$ cat config.mk
export PLATFORM = sky130hd
export DESIGN_NAME = instr_fetch_unit
export DESIGN_NICKNAME = d
export VERILOG_FILES = /design/src/rtl/instr_fetch_unit_pkg.sv /design/src/rtl/instr_fetch_unit_buffer.sv /design/src/rtl/instr_fetch_unit.sv
export SDC_FILE = /design/constraint.sdc
export NUM_CORES = 1
export LEC_CHECK = 0
export ABC_AREA = 0
export CAP_MARGIN = 10
export CORE_ASPECT_RATIO = 1.75
export CORE_MARGIN = 4
export CORE_UTILIZATION = 40
export CTS_CLUSTER_SIZE = 14
export DETAILED_ROUTE_END_ITERATION = 8
export DONT_BUFFER_PORTS = 1
export SYNTH_ARGS = -nofsm -noshare
export SYNTH_HDL_FRONTEND = slang
export SYNTH_HIERARCHICAL = 1
export SYNTH_SLANG_ARGS = --single-unit
$ cat constraint.sdc
create_clock -name clk -period 2 [get_ports clk]
set_clock_uncertainty 0.1 [all_clocks]
set_input_delay 0.3 -clock clk [delete_from_list [all_inputs] [get_ports clk]]
set_output_delay 0.3 -clock clk [all_outputs]
set_load 0.05 [all_outputs]
$ cat src/rtl/instr_fetch_unit_pkg.sv
// Shared widths, buffer depth and fetch FSM encoding for the instruction fetch slice.
package instr_fetch_unit_pkg;

    localparam int WORD_W          = 32;
    localparam int FETCH_BUF_DEPTH = 2;

    // Occupancy at which the buffer can take no further words.
    localparam logic [1:0] BUF_FULL = 2'(FETCH_BUF_DEPTH);

    typedef enum logic [1:0] {
        IDLE  = 2'd0,
        WAIT  = 2'd1,
        DRAIN = 2'd2
    } fetch_state_t;

endpackage

$ cat src/rtl/instr_fetch_unit_buffer.sv
// Two-entry shifting buffer of {instruction, pc}; slot0 is always the head.
module fetch_buffer
    import instr_fetch_unit_pkg::*;
(
    input  logic                  clk,
    input  logic                  rst,
    input  logic                  push,
    input  logic                  pop,
    input  logic                  clear,
    input  logic [0:2*WORD_W-1]   din,
    output logic [0:2*WORD_W-1]   head,
    output logic [1:0]            count
);

    logic [0:2*WORD_W-1] slot0;
    logic [0:2*WORD_W-1] slot1;

    // A simultaneous push and pop keeps occupancy and moves the new word toward the head.
    always_ff @(posedge clk) begin
        if (rst) begin
            slot0 <= '0;
            slot1 <= '0;
            count <= 2'd0;
        end else if (clear) begin
            count <= 2'd0;
        end else begin
            case ({push, pop})
                2'b10: begin
                    if (count == 2'd0) begin
                        slot0 <= din;
                        count <= count + 2'd1;
                    end else if (count < BUF_FULL) begin
                        slot1 <= din;
                        count <= count + 2'd1;
                    end
                end
                2'b01: begin
                    if (count != 2'd0) begin
                        slot0 <= slot1;
                        count <= count - 2'd1;
                    end
                end
                2'b11: begin
                    if (count == 2'd1) begin
                        slot0 <= din;
                    end else if (count == BUF_FULL) begin
                        slot0 <= slot1;
                        slot1 <= din;
                    end else begin
                        slot0 <= din;
                        count <= 2'd1;
                    end
                end
                default: ;
            endcase
        end
    end

    assign head = slot0;

endmodule

$ cat src/rtl/instr_fetch_unit.sv
// Instruction fetch: one outstanding memory read at a time, results queued in a 2-entry buffer.
module instr_fetch_unit
    import instr_fetch_unit_pkg::*;
(
    input  logic                clk,
    input  logic                rst,
    input  logic [0:WORD_W-1]   pc_in,
    input  logic                pc_valid,
    output logic                pc_accept,
    input  logic                flush,
    output logic                imem_req,
    output logic [0:WORD_W-1]   imem_addr,
    input  logic                imem_ack,
    input  logic [0:WORD_W-1]   imem_data,
    output logic [0:WORD_W-1]   instr_out,
    output logic [0:WORD_W-1]   instr_pc,
    output logic                instr_valid,
    input  logic                instr_ready
);

    fetch_state_t          state;
    fetch_state_t          state_next;
    logic [0:WORD_W-1]     tag_pc;
    logic [1:0]            count;
    logic                  push;
    logic                  pop;
    logic [0:2*WORD_W-1]   head;

    always_ff @(posedge clk) begin
        if (rst) begin
            state     <= IDLE;
            imem_req  <= 1'b0;
            imem_addr <= '0;
            tag_pc    <= '0;
        end else begin
            state    <= state_next;
            imem_req <= pc_accept;
            if (pc_accept) begin
                imem_addr <= pc_in;
                tag_pc    <= pc_in;
            end
        end
    end

    // Admission only from IDLE with a free slot, so a returning word always fits.
    always_comb begin
        state_next = state;
        pc_accept  = pc_valid & ~flush & ~rst & (state == IDLE) & (count < BUF_FULL);
        push       = (state == WAIT) & imem_ack & ~flush;
        pop        = instr_valid & instr_ready;
        case (state)
            IDLE: begin
                if (pc_accept) state_next = WAIT;
            end
            WAIT: begin
                if (imem_ack)   state_next = IDLE;
                else if (flush) state_next = DRAIN;
            end
            DRAIN: begin
                if (imem_ack) state_next = IDLE;
            end
            default: state_next = IDLE;
        endcase
    end

    fetch_buffer u_fetch_buffer (
        .clk   (clk),
        .rst   (rst),
        .push  (push),
        .pop   (pop),
        .clear (flush),
        .din   ({imem_data, tag_pc}),
        .head  (head),
        .count (count)
    );

    assign instr_valid = (count != 2'd0);
    assign instr_out   = head[0:WORD_W-1];
    assign instr_pc    = head[WORD_W:2*WORD_W-1];

endmodule

# After elaboration in Yosys (flattened, before gate mapping)

Index checks and enable logic that the tools add are counted.

Word-level logic and storage cells: 67
Output and inout bits: 99
Register bits: 165
Bits in latches: 0
Bits in read-only memories: 0
RAM bits: 0
Memories kept: 0

Shift-type cells: 0
Equal/unequal tests: 18
Reductions and logical operators: 10
Order comparisons: 1
Multiply operators: 0
Add/subtract/negate cells: 2
Muxes and demuxes: 21
Divide/modulo/power cells: 0
Bitwise logic cells: 9

Operators by type and width:

| kind                | number |
|---|---|
| $mux 64             | 8 |
| $pmux 64 s3         | 1 |
| $pmux 64 s2         | 1 |
| $mux 2              | 9 |
| $ne 2x2->1 const B  | 7 |
| $pmux 2 s3          | 2 |
| $eq 2x2->1 const B  | 4 |
| $and 1x1->1         | 7 |
| $eq 2x1->1 const B  | 3 |
| $reduce_and 6->1    | 1 |
| $reduce_and 5->1    | 1 |
| $logic_not 2->1     | 2 |
| $ne 2x1->1 const B  | 2 |
| $reduce_and 4->1    | 1 |
| $reduce_bool 2->1   | 2 |
| $ne 3x2->1 const B  | 1 |
| $ne 3x3->1 const B  | 1 |
| $reduce_and 3->1    | 1 |
| $reduce_bool 3->1   | 1 |
| $add 2x1->2 const B | 1 |
| $lt 2x2->1 const B  | 1 |
| $not 1->1           | 2 |
| $reduce_or 2->1     | 1 |
| $sub 2x1->2 const B | 1 |

# Logic depth before layout (Yosys ltp)

Gate-level depths: netlist (run 1).

Depth in word-level cells: 7
Gate-level depth with buffers: 9
Mapped depth without buffers: 6

# Cells and area by module

The synthesis (run 1) kept the hierarchy.

By module, submodules not included:

| module           | area an instance (µm²) | sequential area each (µm²) | cells each | times used |
|---|---|---|---|---|
| fetch_buffer     | 5316.3                 | 2602.5                     | 668        | 1 |
| instr_fetch_unit | 1526.5                 | 700.7                      | 118        | 1 |

# Worst setup path before layout (run 1)

OpenSTA, ideal clock, no wires.

Path kind: register to register
Start point: register u_fetch_buffer.count[1]
End point: register u_fetch_buffer/slot1[32] in the netlist's numbering
Buffers on the path: 3
Library setup time: 0.132 ns
Clock period less this slack: 2.188 ns
Arrival time: 1.956 ns
Cell stages (with the launch flop): 10
Data required time: 1.768 ns
Slack: -0.188 ns
Cell sequence: dfxtp_1 -> or2_2 -> and2_1 -> buf_6 -> and3b_1 -> o21a_1 -> buf_4 -> buf_4 -> nand2_1 -> a21oi_1

Longest elaborated chain between the ends: 5

RTL lines:

| what                                               | line                          | RTL |
|---|---|---|
| start, declared                                    | instr_fetch_unit_buffer.sv:12 | `output logic [1:0] count` |
| start signal, assigned                             | instr_fetch_unit_buffer.sv:31 | `count <= count + 2'd1;` |
| start signal, assigned                             | instr_fetch_unit_buffer.sv:34 | `count <= count + 2'd1;` |
| start signal, assigned                             | instr_fetch_unit_buffer.sv:40 | `count <= count - 2'd1;` |
| $reduce_bool 2->1 (*)                              | instr_fetch_unit.sv:77        | `assign instr_valid = (count != 2'd0);` |
| net instr_valid                                    | instr_fetch_unit.sv:17        | `output logic instr_valid,` |
| $and 1x1->1 (*)                                    | instr_fetch_unit.sv:50        | `pop = instr_valid & instr_ready;` |
| net pop                                            | instr_fetch_unit.sv:26        | `logic pop;` |
| $eq 2x2->1                                         | instr_fetch_unit_buffer.sv:27 | `case ({push, pop})` |
| $ne 2x2->1 (no line), or another cell as far along | --                            |  |
| $reduce_and 6->1 (no line)                         | --                            |  |
| end signal, assigned                               | instr_fetch_unit_buffer.sv:33 | `slot1 <= din;` |
| end signal, assigned                               | instr_fetch_unit_buffer.sv:48 | `slot1 <= din;` |
| end, declared                                      | instr_fetch_unit_buffer.sv:16 | `logic [0:2*WORD_W-1] slot1;` |

Mark *: on every way through the listed nets, which the timed path passes. The rest lies on a longest branch.
A chain may end at the register's enable or synchronous reset.

# Final worst setup path (run 1)

Start point: register u_fetch_buffer.count[0]
End point: register u_fetch_buffer.slot0, in the netlist u_fetch_buffer/head[38]

Longest elaborated chain between the ends: 5

RTL lines:

| what                                               | line                          | RTL |
|---|---|---|
| $reduce_bool 2->1 (*)                              | instr_fetch_unit.sv:77        |  |
| $and 1x1->1 (*)                                    | instr_fetch_unit.sv:50        |  |
| net pop                                            | instr_fetch_unit.sv:26        |  |
| $eq 2x2->1 / $eq 2x1->1 (equally long branches)    | instr_fetch_unit_buffer.sv:27 |  |
| $ne 2x1->1 (no line), or another cell as far along | --                            |  |
| $reduce_and 4->1 (no line)                         | --                            |  |
| end signal, assigned                               | instr_fetch_unit_buffer.sv:30 | `slot0 <= din;` |
| end signal, assigned                               | instr_fetch_unit_buffer.sv:39 | `slot0 <= slot1;` |
| end signal, assigned                               | instr_fetch_unit_buffer.sv:45 | `slot0 <= din;` |
| end, declared                                      | instr_fetch_unit_buffer.sv:15 | `logic [0:2*WORD_W-1] slot0;` |

Marked as above.

==> impl_metrics.py, run 1 <==
metrics = {
    "final_layout": {
        "finalCoreUtilization_pct": 52.0,
        "area_delta_synth_final_pct": 28.2,
        "nets": 912,
        "stdcell_count": 1077,
        "final_common_cell": "nand2_1",
        "antennaDiodeCount": 0,
        "drive_gt1_share_pct": 20.1,
        "design_area_um2": 8770,
        "fill_cells": 1584,
        "mostFrequentLayoutCells": "nand2_1, dfxtp_1, nor2_1, a21oi_1, dlygate4sd3_1",
    },
    "min_path": {
        "worstHoldStart": "rst",
        "whs_path_depth": 1,
        "hold_path_class": "primary input to flop",
    },
    "sta": {
        "final.min_clock_period_ns": 1.97,
        "timing.hold.ws_ns": -0.127,
        "fin_crit_sh_pct": 98.4,
        "report.final.hold_viol_count": 78,
        "fmax_mhz": 508,
        "slew_headroom_pct": 58.5,
        "final-max-slew-violation-count": 0,
        "setup_violations": 0,
        "worst_slack_ns": 0.0320,
        "tightestPinTransition_ns": 0.622,
    },
    "grt": {
        "grt_pass1_wl_um": 26800,
        "track_usage_pct": 17.3,
        "grt-ovfl-total": 0,
        "grt_pass1_vias": 4999,
        "grt_antenna_before_repair": 0,
        "grt_start_max_net_pins": 166,
    },
    "pwr": {
        "power.leakage_nw": 3.16,
        "p_per_area_nw_per_um2": 838,
        "peakVddDrop_mv": 0.499,
    },
    "floorplanning": {
        "die_area_um2": 19300,
        "die_w_um": 107,
        "rows": 63,
        "core_area_um2": 16900,
        "fp.dieH_um": 181,
        "ios": 169,
        "initial_core_util_pct": 40.6,
    },
    "logic_synthesis": {
        "ys.warnings.count": 6,
        "async_flop_share_pct": 0,
        "syn_avg_cell_area_um2": 8.71,
        "synth_ff_type": "dfxtp_1",
        "syn_area_um2": 6840,
        "syn-instance-count": 786,
        "syn_nets": 861,
        "synth-seq-area-share_pct": 48.3,
        "synthDistinctLibCells": 39,
        "ys_seq_elements": 165,
        "synth-edff-count": 0,
    },
    "setup_path": {
        "crit_fanout": 15,
        "worstReg2RegEnd": "u_fetch_buffer/head[38]",
        "arrival_ns": 2.18,
        "worstSetupEndpointType": "flop",
        "setup.worst_path.start": "u_fetch_buffer/count[0]",
        "reg2reg_from": "u_fetch_buffer/count[0]",
        "crit_end": "u_fetch_buffer/head[38]",
        "reg2reg_slack_ns": 0.03,
        "crit_path_start_kind": "flop",
        "critPathKind": "flop to flop",
        "critPathRequiredTime_ns": 2.21,
        "rr_worst_depth": 8,
    },
    "place": {
        "gp_congestion": 0.772,
        "dp_slack_ns": 0.0337,
        "io_buffers": 0,
        "place_inst": 982,
        "dpl.hpwl_um": 10200,
        "placed_area_um2": 7100,
    },
    "routing": {
        "drc": 0,
        "drt_iter0_drc": 268,
        "vias": 5597,
        "ant_nets": 0,
        "wire_per_inst_um": 18.2,
        "via_per_inst": 5.20,
        "dr.pass1.iters": 5,
        "totalWireLength_um": 19600,
    },
    "cts": {
        "cts_num_sinks": 165,
        "cts_tree": "built",
        "clk_pin_slew_worst_paths_ns": 0.06,
        "cts_buffers": 17,
        "root_buffer": "clkbuf_16",
        "worstSkewPairLatency_ns": 0.42,
        "clock_path_buffers": 2,
        "htreeDepth": 4,
    },
    "flow_run": {
        "cap_violations": 0,
    },
    "status": {
        "status": "finished, violations left",
        "violations": "negative hold slack",
    },
}
==> power by group <==
part,switching (mW),internal [mW],leakage (nW)
Clock,1.36,2.14,0.305
Combinational,0.127,0.182,1.52
Sequential,0.206,3.34,1.33
==> metrics by stage <==
stage	setup TNS, ns	power, mW
floorplan	0	3.82
global placement	0	3.82
CTS	0	7.37
finish	0	7.35
global route	-0.669	7.58
detailed placement	0	3.83
==> kinds of logic after synthesis <==
| logic type | count (synthesis) | share of synthesized area [%] |
|---|---|---|
| DFF | 165 | 48.3 |
| AOI/OAI and AO/OA | 144 | 14.8 |
| muxes | 34 | 7.06 |
| buffers and inverters | 69 | 6.07 |
| adders and majority gates | 5 | 0.914 |
| and+or+nand+nor | 369 | 22.9 |
==> how the worst min path moves through the flow <==
stage	endpoint	slack (ns)
finish	u_fetch_buffer/slot1[56]	-0.13
floorplan	state[1]	0.28
detailed placement	state[1]	0.28
global route	u_fetch_buffer/slot1[56]	-0.15
CTS	u_fetch_buffer/head[56]	-0.16
global placement	state[1]	0.28
==> worst max-delay path: stages (launching register included) <==
cell,delay [ns]
dfxtp_2,0.33
or2_4,0.25
and2_4,0.19
o21ai_4,0.19
a21oi_4,0.08
buf_4,0.15
buf_6,0.15
buf_8,0.17
a311oi_1,0.24
==> layer usage <==
metal | GRT usage [%] | vias up | share of wire (%)
li1 | - | 2748 | -
met1 | 19.9 | 2662 | 38
met2 | 30.3 | 166 | 54
met3 | 4.68 | 21 | 5.8
met4 | 6.61 | 0 | 1.8
met5 | 0 | - | 0
==> cells in the mapped netlist, types with 2 or more instances <==
cell type / count / area share, %
buf_4: 15 / 1.6
nand2b_1: 3 / 0.27
nand2_1: 254 / 14
nor2_1: 66 / 3.6
ha_1: 5 / 0.91
a311oi_2: 2 / 0.44
and2_1: 2 / 0.18
dfxtp_1: 165 / 48
mux2_4: 27 / 5.9
nor2b_1: 10 / 0.91
o21ai_0: 3 / 0.22
a21oi_1: 68 / 5.0
buf_6: 10 / 1.6
and2b_2: 4 / 0.51
a211oi_1: 2 / 0.22
a311oi_1: 62 / 7.9
mux2_2: 6 / 0.99
inv_1: 7 / 0.38
clkbuf_1: 17 / 0.93
buf_2: 20 / 1.5
and2b_1: 20 / 2.2
==> registers in the layout (all words and copies together) (netlist names) <==
signal,cells
u_fetch_buffer/head,64
u_fetch_buffer/slot1,64
tag_pc,32
state,2
u_fetch_buffer/count,2
imem_req,1
==> cell type report <==
class | instances | area [µm²] | share of cell area [%]
tap | 227 | 284 | 3.24
multi-input combinational | 552 | 3380 | 38.5
timing repair buffer | 94 | 1140 | 13.0
clock inverter | 10 | 144 | 1.64
clock buffer | 22 | 494 | 5.64
sequential | 165 | 3310 | 37.7
inverter | 7 | 26.3 | 0.300
==> what timing repair did <==
action,CTS,global route
buffers inserted,1,6
hold endpoints to repair,164,131
gates cloned,0,12
hold buffers,35,9
pin swaps,1,6
gates resized for setup,0,49
endpoints found under the setup margin,1,92
Note: power is estimated with default switching activity, not from simulation.
==> run 2: changes to the inputs <==
--- a/config.mk
+++ b/config.mk
@@ -6,13 +6,13 @@
 export NUM_CORES = 1
 export LEC_CHECK = 0
 export ABC_AREA = 0
-export CAP_MARGIN = 10
 export CORE_ASPECT_RATIO = 1.75
 export CORE_MARGIN = 4
-export CORE_UTILIZATION = 40
+export CORE_UTILIZATION = 57
 export CTS_CLUSTER_SIZE = 14
 export DETAILED_ROUTE_END_ITERATION = 8
 export DONT_BUFFER_PORTS = 1
+export PLACE_DENSITY = 0.75
 export SYNTH_ARGS = -nofsm -noshare
 export SYNTH_HDL_FRONTEND = slang
 export SYNTH_HIERARCHICAL = 1
==> impl_metrics.py, run 2 (synthesized netlist as in run 1, its figures left out) <==
metrics = {
    "status": {
        "status": "finished, violations left",
        "violations": "negative hold slack, negative setup slack",
    },
    "sta": {
        "report.final.hold_viol_count": 96,
        "timing.hold.ws_ns": -0.118,
        "tightestPinTransition_ns": 0.620,
        "final.min_clock_period_ns": 2.01,
        "final-max-slew-violation-count": 0,
        "rsz0062_at_grt": "true",
        "fin_crit_sh_pct": 101,
        "worst_slack_ns": -0.0136,
        "slew_headroom_pct": 58.6,
        "fin_tns_setup_ns": -0.0136,
        "fmax_mhz": 497,
        "setup_violations": 1,
    },
    "setup_path": {
        "cp_slowest_cell": "dfxtp_1",
        "critPathKind": "flop to flop",
        "crit_fanout": 17,
        "worstSetupEndpointType": "flop",
        "reg2reg_slack_ns": -0.01,
        "path_delay_family": "compound AO/OA/AOI/OAI gates",
        "worstReg2RegEnd": "u_fetch_buffer/head[20]",
        "arrival_ns": 2.22,
        "cpMostUsedCell": "buf_12",
        "worstPathCellList": "inv_2, ha_1, nand2b_1, a21oi_4, buf_12, buf_12, nor2_1, a311oi_1",
        "crit_buf_inv": 3,
        "reg2reg_from": "u_fetch_buffer/count[0]",
        "critPathRequiredTime_ns": 2.21,
        "crit_path_start_kind": "flop",
        "cpPeakStageDelay_ns": 0.40,
        "rr_worst_depth": 8,
    },
    "grt": {
        "use_met2_pct": 41.3,
        "grt_util_met1_pct": 25.4,
        "use_met3_pct": 6.94,
        "track_usage_pct": 23.4,
        "grt_start_max_net_pins": 166,
        "grt_pass1_vias": 5306,
        "grt_antenna_before_repair": 0,
        "grt-ovfl-total": 0,
        "grt_busiest_layer": "met2",
        "grt_pass1_wl_um": 26600,
    },
    "final_layout": {
        "multi_input_area_um2": 3310,
        "drive_gt1_share_pct": 18.7,
        "final_common_cell": "nand2_1",
        "area_delta_synth_final_pct": 24.4,
        "nets": 906,
        "fill_cells": 824,
        "finalCoreUtilization_pct": 73.1,
        "regArea_um2": 3310,
        "mostFrequentLayoutCells": "nand2_1, dfxtp_1, nor2_1",
    },
    "min_path": {
        "hold_path_class": "primary input to flop",
        "hold_end": "u_fetch_buffer/slot1[59]",
        "worstHoldStart": "rst",
        "whs_path_depth": 1,
    },
    "place": {
        "io_buffers": 0,
        "gp_congestion": 0.843,
        "dpl.hpwl_um": 10400,
    },
    "cts": {
        "cts_tree": "built",
        "clock_path_buffers": 2,
        "cts_num_sinks": 165,
        "htreeDepth": 4,
        "worstSkewPairLatency_ns": 0.41,
        "clk_pin_slew_worst_paths_ns": 0.07,
        "root_buffer": "clkbuf_16",
        "cts_buffers": 17,
    },
    "pwr": {
        "power.leakage_nw": 3.13,
        "p_per_area_nw_per_um2": 837,
        "peakVddDrop_mv": 0.917,
    },
    "routing": {
        "totalWireLength_um": 19300,
        "drc": 0,
        "via_per_inst": 5.98,
        "dr.pass1.iters": 5,
        "wire_per_inst_um": 19.7,
        "drt_iter0_drc": 306,
        "vias": 5861,
        "ant_nets": 0,
    },
    "floorplanning": {
        "die_w_um": 90.8,
        "rows": 52,
        "initial_core_util_pct": 58.8,
        "ios": 169,
        "die_area_um2": 13900,
        "core_area_um2": 11600,
        "fp.dieH_um": 153,
    },
    "flow_run": {
        "cap_violations": 0,
    },
}
run 2: cell types whose count changed in the layout (fill, tap and decap cells not counted), sizes merged, moves of 2 or more:
cell and change:
dlygate4sd3 -3, buf -6, inv +7, clkbuf -2, clkinvlp -3
run 2: stage by stage:
step | area, µm² | power, mW | hold slack (ns) | instances | setup slack [ns]
6_report | 8510 | 7.12 | -0.118 | 980 | -0.0136
5_1_grt | 8510 | 7.34 | -0.155 | 979 | -0.142
4_1_cts | 7960 | 7.12 | -0.158 | 953 | -0.00465
3_5_place_dp | 6960 | 3.83 | 0.281 | 884 | -0.0219
3_3_place_gp | 6960 | 3.82 | 0.278 | 884 | 0.114
2_1_floorplan | 6850 | 3.82 | 0.276 | 786 | 0.00684
run 2: power breakdown:
| part | total (mW) | internal [mW] | switching (mW) |
|---|---|---|---|
| sequential | 3.55 | 3.33 | 0.220 |
| clock | 3.27 | 1.89 | 1.38 |
| combinational | 0.299 | 0.183 | 0.116 |
| total | 7.12 | 5.41 | 1.72 |
run 2: per-layer routing:
metal / wire length, µm / up-vias / part of all wire [%]
met5: 0 / - / 0
met4: 591 / 0 / 3.1
met3: 1560 / 43 / 8.1
met2: 10300 / 292 / 54
met1: 6780 / 2773 / 35
li1: - / 2753 / -
run 2: area by class of cell:
class / count / share of cell area (%)
multi-input combinational: 553 / 38.9
timing repair buffer: 87 / 12.9
sequential: 165 / 38.9
inverter: 7 / 0.309
tap: 135 / 1.98
antenna: 1 / 0.0294
clock inverter: 13 / 1.90
clock buffer: 19 / 5.09
run 2: worst max-delay path by stage:
stage / startpoint / endpoint / slack (ns) / cells past startpoint
5_1_grt: u_fetch_buffer/count[0] / u_fetch_buffer/head[20] / -0.14 / 8
3_3_place_gp: u_fetch_buffer/count[1] / u_fetch_buffer/head[31] / 0.11 / 7
4_1_cts: u_fetch_buffer/count[1] / u_fetch_buffer/head[27] / -0.005 / 7
6_report: u_fetch_buffer/count[0] / u_fetch_buffer/head[20] / -0.01 / 8
3_5_place_dp: u_fetch_buffer/count[1] / u_fetch_buffer/head[27] / -0.02 / 7
2_1_floorplan: u_fetch_buffer/count[1] / u_fetch_buffer/slot1[32] / 0.007 / 9
run 2: repair_timing:
item                       CTS  global route
cloned                       1            11
setup endpoints to repair    6            97
buffers inserted             1             9
hold endpoints to repair   164           131
hold buffers                35             6
pin swaps                    5            16
resized for setup            4            38
==> run 3: changes to the inputs <==
--- a/config.mk
+++ b/config.mk
@@ -17,3 +17,4 @@
 export SYNTH_HDL_FRONTEND = slang
 export SYNTH_HIERARCHICAL = 1
 export SYNTH_SLANG_ARGS = --single-unit
+export TNS_END_PERCENT = 1
==> impl_metrics.py, run 3 (synthesized netlist as in run 1, its figures left out) <==
metrics = {
    "sta": {
        "fin_crit_sh_pct": 102,
        "fin_tns_setup_ns": -0.127,
        "setup_violations": 7,
        "tightestPinTransition_ns": 0.614,
        "final.min_clock_period_ns": 2.03,
        "timing.hold.ws_ns": -0.101,
        "rsz0062_at_grt": "true",
        "fmax_mhz": 492,
        "final-max-slew-violation-count": 0,
        "slew_headroom_pct": 59.0,
        "report.final.hold_viol_count": 78,
        "worst_slack_ns": -0.0342,
    },
    "pwr": {
        "p_per_area_nw_per_um2": 860,
        "power.leakage_nw": 3.00,
        "pwr-share-seq_pct": 50.1,
        "pwr-share-clk_pct": 46.0,
        "total_power_mw": 7.09,
        "pwr-share-comb_pct": 3.9,
        "peakVddDrop_mv": 0.896,
        "switchingPower_mw": 1.70,
        "swShare_pct": 24.0,
        "p_int_mw": 5.39,
    },
    "grt": {
        "grt_pass1_vias": 5282,
        "grt_pass1_wl_um": 26500,
        "grt_antenna_before_repair": 0,
        "grt-ovfl-total": 0,
        "grt_start_max_net_pins": 166,
        "track_usage_pct": 23.3,
    },
    "setup_path": {
        "reg2reg_slack_ns": -0.03,
        "rr_worst_depth": 8,
        "crit_fanout": 34,
        "reg2reg_from": "u_fetch_buffer/count[0]",
        "setup.worst_path.start": "u_fetch_buffer/count[0]",
        "worstSetupEndpointType": "flop",
        "worstReg2RegEnd": "u_fetch_buffer/head[11]",
        "arrival_ns": 2.24,
        "critPathRequiredTime_ns": 2.21,
        "crit_end": "u_fetch_buffer/head[11]",
        "crit_path_start_kind": "flop",
        "critPathKind": "flop to flop",
    },
    "place": {
        "gp_congestion": 0.843,
        "io_buffers": 0,
        "dpl.hpwl_um": 10400,
        "place_inst": 884,
        "dp_slack_ns": -0.0219,
    },
    "cts": {
        "clock_path_buffers": 2,
        "cts_tree": "built",
        "ctsHoldBuffers": 35,
        "htreeDepth": 4,
        "cts_buffers": 17,
        "cts_num_sinks": 165,
        "root_buffer": "clkbuf_16",
        "clk_pin_slew_worst_paths_ns": 0.07,
        "worstSkewPairLatency_ns": 0.41,
    },
    "final_layout": {
        "mostFrequentLayoutCells": "nand2_1, dfxtp_1, a21oi_1",
        "area_delta_synth_final_pct": 20.5,
        "nets": 889,
        "stdcell_count": 963,
        "final_common_cell": "nand2_1",
        "drive_gt1_share_pct": 17.3,
    },
    "routing": {
        "wire_per_inst_um": 18.5,
        "dr.pass1.iters": 5,
        "drc": 0,
        "via_per_inst": 5.90,
        "ant_nets": 0,
        "totalWireLength_um": 17800,
        "drt_iter0_drc": 242,
        "vias": 5679,
    },
    "status": {
        "violations": "negative hold slack, negative setup slack",
        "status": "finished, violations left",
    },
    "min_path": {
        "hold_path_class": "primary input to flop",
    },
    "floorplanning": {
        "core_area_um2": 11600,
        "initial_core_util_pct": 58.8,
        "die_area_um2": 13900,
        "ios": 169,
        "die_w_um": 90.8,
        "fp.dieH_um": 153,
        "rows": 52,
    },
    "flow_run": {
        "cap_violations": 0,
    },
}
-- run 3: layout make-up --
type | instances | area, µm²
Fill cell | 843 | 3400
Sequential cell | 165 | 3310
Multi-Input combinational cell | 552 | 3290
Timing Repair Buffer | 71 | 861
Clock buffer | 19 | 433
Tap cell | 135 | 169
Clock inverter | 13 | 161
Inverter | 7 | 26.3
Antenna cell | 1 | 2.50
-- run 3: timing repair --
action                                  CTS  global route
endpoints found under the setup margin    6           110
endpoints found under the hold margin   164           131
buffers inserted                          1             5
cloned                                    1             4
pin swaps                                 6             5
resized for setup                         2            29
-- run 3: worst min path at each step --
| stage | startpoint | endpoint | slack, ns | cells past startpoint |
|---|---|---|---|---|
| finish | rst | u_fetch_buffer/slot1[51] | -0.10 | 1 |
| global route | rst | state[0] | -0.16 | 1 |
| CTS | rst | state[0] | -0.16 | 1 |
| detailed placement | flush | u_fetch_buffer/count[0] | 0.28 | 1 |
| global placement | imem_ack | state[1] | 0.28 | 1 |
| floorplan | imem_ack | state[1] | 0.28 | 1 |
-- run 3: layer usage --
metal	global-route usage, %	routed length, µm	part of all wire, %	vias up
li1	-	-	-	2713
met1	25.4	6540	37	2711
met2	41.3	9560	54	221
met3	6.89	1160	6.5	34
met4	10.3	520	2.9	0
met5	0	0	0	-
-- run 3: per-stage QoR --
stage | util (%) | area [µm²]
floorplan | - | 6850
global placement | 59.7 | 6960
detailed placement | 59.7 | 6960
CTS | 68.2 | 7950
global route | 70.8 | 8240
finish | 70.8 | 8250
-- run 3: worst max-delay path, cell delays in order (launching register included) --
cell	delay (ns)
dfxtp_1	0.35
or2_4	0.26
and2_4	0.20
o21ai_4	0.18
a21oi_4	0.08
buf_12	0.14
buf_4	0.15
clkbuf_16	0.21
a311oi_1	0.26
-- run 3: power groups by stage --
| stage | registers, mW | logic [mW] | clock network [mW] |
|---|---|---|---|
| after floorplan | 3.62 | 0.202 | 0 |
| after global placement | 3.63 | 0.189 | 0 |
| after detailed placement | 3.63 | 0.197 | 0 |
| after CTS | 3.55 | 0.263 | 3.31 |
| after global routing | 3.56 | 0.301 | 3.45 |
| final | 3.55 | 0.280 | 3.26 |
